## src/rtl/apb_mac_cfg_slave.sv

```systemverilog
// APB configuration slave for one MAC: control/status/interrupt registers,
// a TX word FIFO toward the MAC core and a clear-on-read RX frame counter.
module apb_mac_cfg_slave #(
    parameter int WAIT_STATES = 1,
    parameter int FIFO_DEPTH  = 4
) (
    input  logic        pclk,
    input  logic        preset,
    input  logic        psel,
    input  logic        penable,
    input  logic        pwrite,
    input  logic [7:0]  paddr,
    input  logic [31:0] pwdata,
    output logic [31:0] prdata,
    output logic        pready,
    output logic [31:0] tx_data,
    output logic        tx_valid,
    input  logic        tx_ready,
    input  logic        rx_event,
    output logic        mac_en,
    output logic        irq
);
    localparam int AW = $clog2(FIFO_DEPTH);
    localparam int CW = AW + 1;

    localparam logic [5:0] A_CTRL     = 6'h00;
    localparam logic [5:0] A_STATUS   = 6'h01;
    localparam logic [5:0] A_INT_EN   = 6'h02;
    localparam logic [5:0] A_INT_STAT = 6'h03;
    localparam logic [5:0] A_TX_DATA  = 6'h04;
    localparam logic [5:0] A_RX_CNT   = 6'h05;

    logic [2:0]    wcnt;
    logic          abort;
    logic [5:0]    addr;
    logic          wr_en;
    logic          rd_en;
    logic [2:0]    int_en;
    logic [2:0]    int_stat;
    logic [2:0]    int_set;
    logic [2:0]    int_clr;
    logic [15:0]   rx_cnt;
    logic          rx_rd;
    logic          rx_wrap;
    logic [31:0]   mem [FIFO_DEPTH];
    logic [AW-1:0] wptr;
    logic [AW-1:0] rptr;
    logic [CW-1:0] count;
    logic [4:0]    count5;
    logic          full;
    logic          push_req;
    logic          push;
    logic          pop;
    logic          unused_addr_bits;

    assign addr             = paddr[7:2];
    assign unused_addr_bits = ^paddr[1:0];

    // abort holds off pready after a reset that lands inside an access
    // phase, until the bus goes back through a non-access cycle.
    assign pready = psel & penable & ~abort
                  & (wcnt == 3'(WAIT_STATES));
    assign wr_en  = pready & pwrite;
    assign rd_en  = pready & ~pwrite;

    always_ff @(posedge pclk) begin
        if (preset) begin
            wcnt  <= '0;
            abort <= 1'b1;
        end else begin
            if (!(psel && penable))
                abort <= 1'b0;
            if (!psel || pready || abort)
                wcnt <= '0;
            else if (penable)
                wcnt <= wcnt + 3'd1;
        end
    end

    assign full     = (count == CW'(FIFO_DEPTH));
    assign tx_valid = (count != '0);
    assign tx_data  = mem[rptr];
    assign count5   = 5'(count);
    assign push_req = wr_en & (addr == A_TX_DATA);
    assign push     = push_req & ~full;
    assign pop      = tx_valid & tx_ready;

    always_ff @(posedge pclk) begin
        if (preset) begin
            wptr  <= '0;
            rptr  <= '0;
            count <= '0;
        end else begin
            if (push)
                wptr <= wptr + AW'(1);
            if (pop)
                rptr <= rptr + AW'(1);
            case ({push, pop})
                2'b10:   count <= count + CW'(1);
                2'b01:   count <= count - CW'(1);
                default: count <= count;
            endcase
        end
    end

    always_ff @(posedge pclk) begin
        if (push)
            mem[wptr] <= pwdata;
    end

    assign rx_rd   = rd_en & (addr == A_RX_CNT);
    assign rx_wrap = rx_event & ~rx_rd & (rx_cnt == 16'hFFFF);

    always_ff @(posedge pclk) begin
        if (preset)
            rx_cnt <= '0;
        else if (rx_rd)
            rx_cnt <= {15'd0, rx_event};
        else if (rx_event)
            rx_cnt <= rx_cnt + 16'd1;
    end

    assign int_set = {push_req & full,
                      rx_wrap,
                      pop & ~push & (count == CW'(1))};
    assign int_clr = (wr_en && addr == A_INT_STAT) ? pwdata[2:0] : 3'd0;

    always_ff @(posedge pclk) begin
        if (preset) begin
            mac_en   <= 1'b0;
            int_en   <= '0;
            int_stat <= '0;
            irq      <= 1'b0;
        end else begin
            if (wr_en && addr == A_CTRL)
                mac_en <= pwdata[0];
            if (wr_en && addr == A_INT_EN)
                int_en <= pwdata[2:0];
            // set is OR-ed in last so an event beats a same-cycle clear
            int_stat <= (int_stat & ~int_clr) | int_set;
            irq      <= |(int_stat & int_en);
        end
    end

    always_comb begin
        prdata = '0;
        if (psel) begin
            case (addr)
                A_CTRL:     prdata = {31'd0, mac_en};
                A_STATUS:   prdata = {25'd0, ~tx_valid, full, count5};
                A_INT_EN:   prdata = {29'd0, int_en};
                A_INT_STAT: prdata = {29'd0, int_stat};
                A_RX_CNT:   prdata = {16'd0, rx_cnt};
                default:    prdata = '0;
            endcase
        end
    end

endmodule

```

## config.mk

```make
export PLATFORM = sky130hd
export DESIGN_NAME = apb_mac_cfg_slave
export DESIGN_NICKNAME = d
export VERILOG_FILES = /design/src/rtl/apb_mac_cfg_slave.sv
export SDC_FILE = /design/constraint.sdc
export NUM_CORES = 1
export LEC_CHECK = 0
export CORE_ASPECT_RATIO = 0.7
export CORE_MARGIN = 2
export CORE_UTILIZATION = 53
export DETAILED_ROUTE_END_ITERATION = 10
export GPL_TIMING_DRIVEN = 0
export MAX_ROUTING_LAYER = met4
export PLACE_DENSITY_LB_ADDON = 0.05
export SLEW_MARGIN = 20
export SYNTH_ARGS = -nofsm -noshare
export SYNTH_HDL_FRONTEND = slang
export SYNTH_SLANG_ARGS = --single-unit
```

## constraint.sdc

```tcl
create_clock -name pclk -period 3.2 [get_ports pclk]
set_input_delay 0.64 -clock pclk [delete_from_list [all_inputs] [get_ports pclk]]
set_output_delay 0.64 -clock pclk [all_outputs]
set_load 0.05 [all_outputs]
```

==> run summary, run 1 <==
Status
• finished clean — outcome

Timing
• 0.647 ns — transition time at the pin with the least slew margin
• 56.9% — worst rel slew slack
• 0.322 GHz — upper clock frequency limit
• 0 — final-report setup violation count
• 0.0114 ns — Max Clock Skew
• 0.493 ns — post-route worst hold slack
• 0.0919 ns — final worst setup slack
• 3.11 ns — Period minus WS final
• 97.1% — Tcrit/Tclk final
• 0 — final hold vios
• 0 — max-slew violation count

Critical path
• in2out — critical path class
• clkdlybuf4s50_1, or4_1, clkbuf_1, nor2_1, a21oi_1, nor2_1, buf_2 — critical path, cell by cell
• buffers and inverters — kind of cell adding the most delay to the critical path
• 0.55 ns — maximum cell stage delay along the critical path
• 2.47 ns — data arrival time of the critical path
• input port — crit path launch type
• 3 — count of buffering cells on the critical path with inverters included
• 8 — Max FO, Critical Path
• nor2_1 — most common cell type on the critical path
• 2.56 ns — Crit path required time
• 0.73 ns — R2R Setup Slk
• or4_1 — slowest cell on the critical path
• primary output — crit end category

Synthesis
• edfxtp_1 — library cell with the largest summed area after synthesis
• 165 — synthesized flop and latch total
• 49 — count of cell types in the netlist
• edfxtp_1 — Primary FF master, synth
• 6810 um^2 — Post-Syn Area
• 16.1 um^2 — Mean Syn Cell Area
• 128 — Post-synth EDFFs
• 56.4% — top cell type's share of synthesized area
• 67.3% — sequential area share after synthesis
• 423 — cells after synthesis
• 0 — Yosys warning total
• 0% — share of synthesized registers carrying an async set or reset
• edfxtp_1, dfxtp_1, mux4_2, ha_1, nor2_1 — leading cell types by total area after synthesis

Global route
• 3992 — via count of the first global-routing pass
• 33 — maximum number of pins on one net before global-route repair
• 20.9% — gr usage total
• 0 — number of antenna violations at the first check in global routing
• 0 — residual overflow from global routing
• 21200 um — global-route wire length before repair

Pwr
• 26.2% — fraction of power spent switching nets
• 38.4% — clock network fraction of total power
• 47.9% — share of power burned in registers
• 567 nW/um^2 — power density over cell area
• 3590 uW — total internal power
• 13.6% — power share of the combinational group
• 0.00304 uW — Leak
• 0.442 mV — peak supply drop
• 1280 uW — net switching power

Floorplanning
• 98.8 um — die boundary height
• 115 — number of placed I/O pins
• 34 — standard-cell row count
• 54.6% — starting utilization of the core area
• 139 um — die width
• 12500 um^2 — core area
• 13800 um^2 — overall die area

Placement
• 0.781 — routability congestion estimate from global placement
• -0.738 ns — worst setup timing slack at the placement stage
• 8630 um — final HPWL from detailed placement
• 91 — number of I/O port buffers

Final layout
• edfxtp_1 — most frequent standard cell in the layout excluding fill and tap cells
• 608 — Final Net Count
• 26.1% — Area growth syn-to-layout
• 0 — n_diodes
• 21.2% — share of layout cells above drive strength 1
• edfxtp_1, clkdlybuf4s50_1, nor2_1 — most frequent cells in the layout

Drt
• 13200 um — wirelength, routed
• 319 — violation count after the first detailed-route iteration
• 5 — number of optimization iterations in the first detailed-route pass
• 18.2 um — drt wl/cell
• 5.43 — via density per instance
• 0 — residual antenna-violating net count after detailed routing
• 0 — Residual DRC
• 3924 — total vias in the final route

Run
• 0 — number of max-capacitance violations reported

CTS
• 0.41 ns — clock latency reported for the late side of the worst-skew pair
• clkbuf_16 — Clock Tree Root
• 2 — Clock Path Buffers
• yes — TritonCTS clock tree
• 0.07 ns — Clock Pin Slew Worst Setup and Hold Paths
• 165 — clock tree sinks
• 17 — total clock buffers created by CTS
• 0 — hold-fix buffers at CTS
• 4 — htree depth

Hold path
• reg2reg — worst hold path class

worst paths after layout:
| check | startpoint | endpoint | depth (start not counted) |
|---|---|---|---|
| hold / removal | abort | abort | 2 |
| hold reg to reg | abort | abort | 2 |
| setup / recovery | paddr[5] | prdata[6] | 7 |
| setup reg to reg | abort | count[2] | 7 |
synthesized netlist by cell type, types with 10 or more instances:
| library cell | count |
|---|---|
| xnor2_1 | 14 |
| clkbuf_1 | 11 |
| dfxtp_1 | 37 |
| nand4_1 | 10 |
| and3_1 | 11 |
| nand2_1 | 12 |
| edfxtp_1 | 128 |
| nor2_1 | 39 |
| mux4_2 | 32 |
| buf_4 | 18 |
| ha_1 | 12 |
| inv_1 | 11 |
area by class of cell:
class | count | area, um^2
buffer | 36 | 235
clock buffer | 17 | 425
clock inverter | 14 | 120
fill | 843 | 3880
inverter | 11 | 41.3
multi-input combinational | 226 | 2040
sequential | 165 | 4580
tap | 162 | 203
timing repair buffer | 92 | 938
repair_timing:
action                     in CTS  in global routing
pin swaps                       1                  0
hold endpoints to repair        0                  0
gates resized for setup        68                 31
setup endpoints to repair     175                 26
buffers inserted                1                  0
cloned                          0                  0
flip-flops by register name (all words and copies together) (netlist names), 2 cells and up, named ones only:
register  count
mem         128
rx_cnt       16
count         3
int_en        3
int_stat      3
wcnt          3
rptr          2
wptr          2
cells by family (layout without fill, tap and decap cells):
| logic type | Yosys count | in the layout | share of synthesized area (%) |
|---|---|---|---|
| DFF | 165 | 165 | 67.3 |
| and+or+nand+nor | 115 | 115 | 9.19 |
| buffers and inverters | 47 | 170 | 3.91 |
| muxes | 43 | 43 | 12.5 |
| xor gates and xnor gates | 21 | 21 | 2.70 |
| AOI/OAI and AO/OA | 19 | 19 | 2.13 |
| adders and majority gates | 12 | 12 | 2.20 |
| other | 1 | 16 | 0.0551 |
worst min-delay path: stages, from the launching register on:
cell,delay [ns]
dfxtp_1,0.34
nand3_1,0.07
nand2_1,0.04
per-layer routing:
layer | vias up | wire length [um] | GRT usage [%]
li1 | 1850 | - | -
met1 | 1949 | 6220 | 29.3
met2 | 119 | 6210 | 31.4
met3 | 6 | 681 | 4.18
met4 | 0 | 80 | 6.37
met5 | - | 0 | -
power by group through the flow:
stage,Clock (uW),Combinational (uW),Sequential (uW)
6_report,1870,663,2330
5_1_grt,1990,708,2340
4_1_cts,1900,669,2330
3_5_place_dp,0,675,2380
3_3_place_gp,0,669,2380
2_1_floorplan,0,474,2380
per-stage QoR:
step | total power (uW) | setup TNS [ns] | instance area (um^2) | cells | utilization [%]
finish | 4870 | 0 | 8580 | 723 | 68.9
global route | 5040 | -0.000576 | 8580 | 723 | 68.9
CTS | 4900 | -3.52 | 8550 | 723 | 68.6
global placement | 3050 | -75.68 | 7980 | 691 | 64.0
floorplan | 2850 | 0 | 6870 | 438 | -
detailed placement | 3060 | -69.52 | 7980 | 691 | 64.0
Power figures use the tool's default switching activity.
==> run 2, diff against run 1 <==
- SKIP_LAST_GASP: not set -> 1
==> results of run 2 <==
The final DEF is identical to that of run 1; final timing and power are the same.
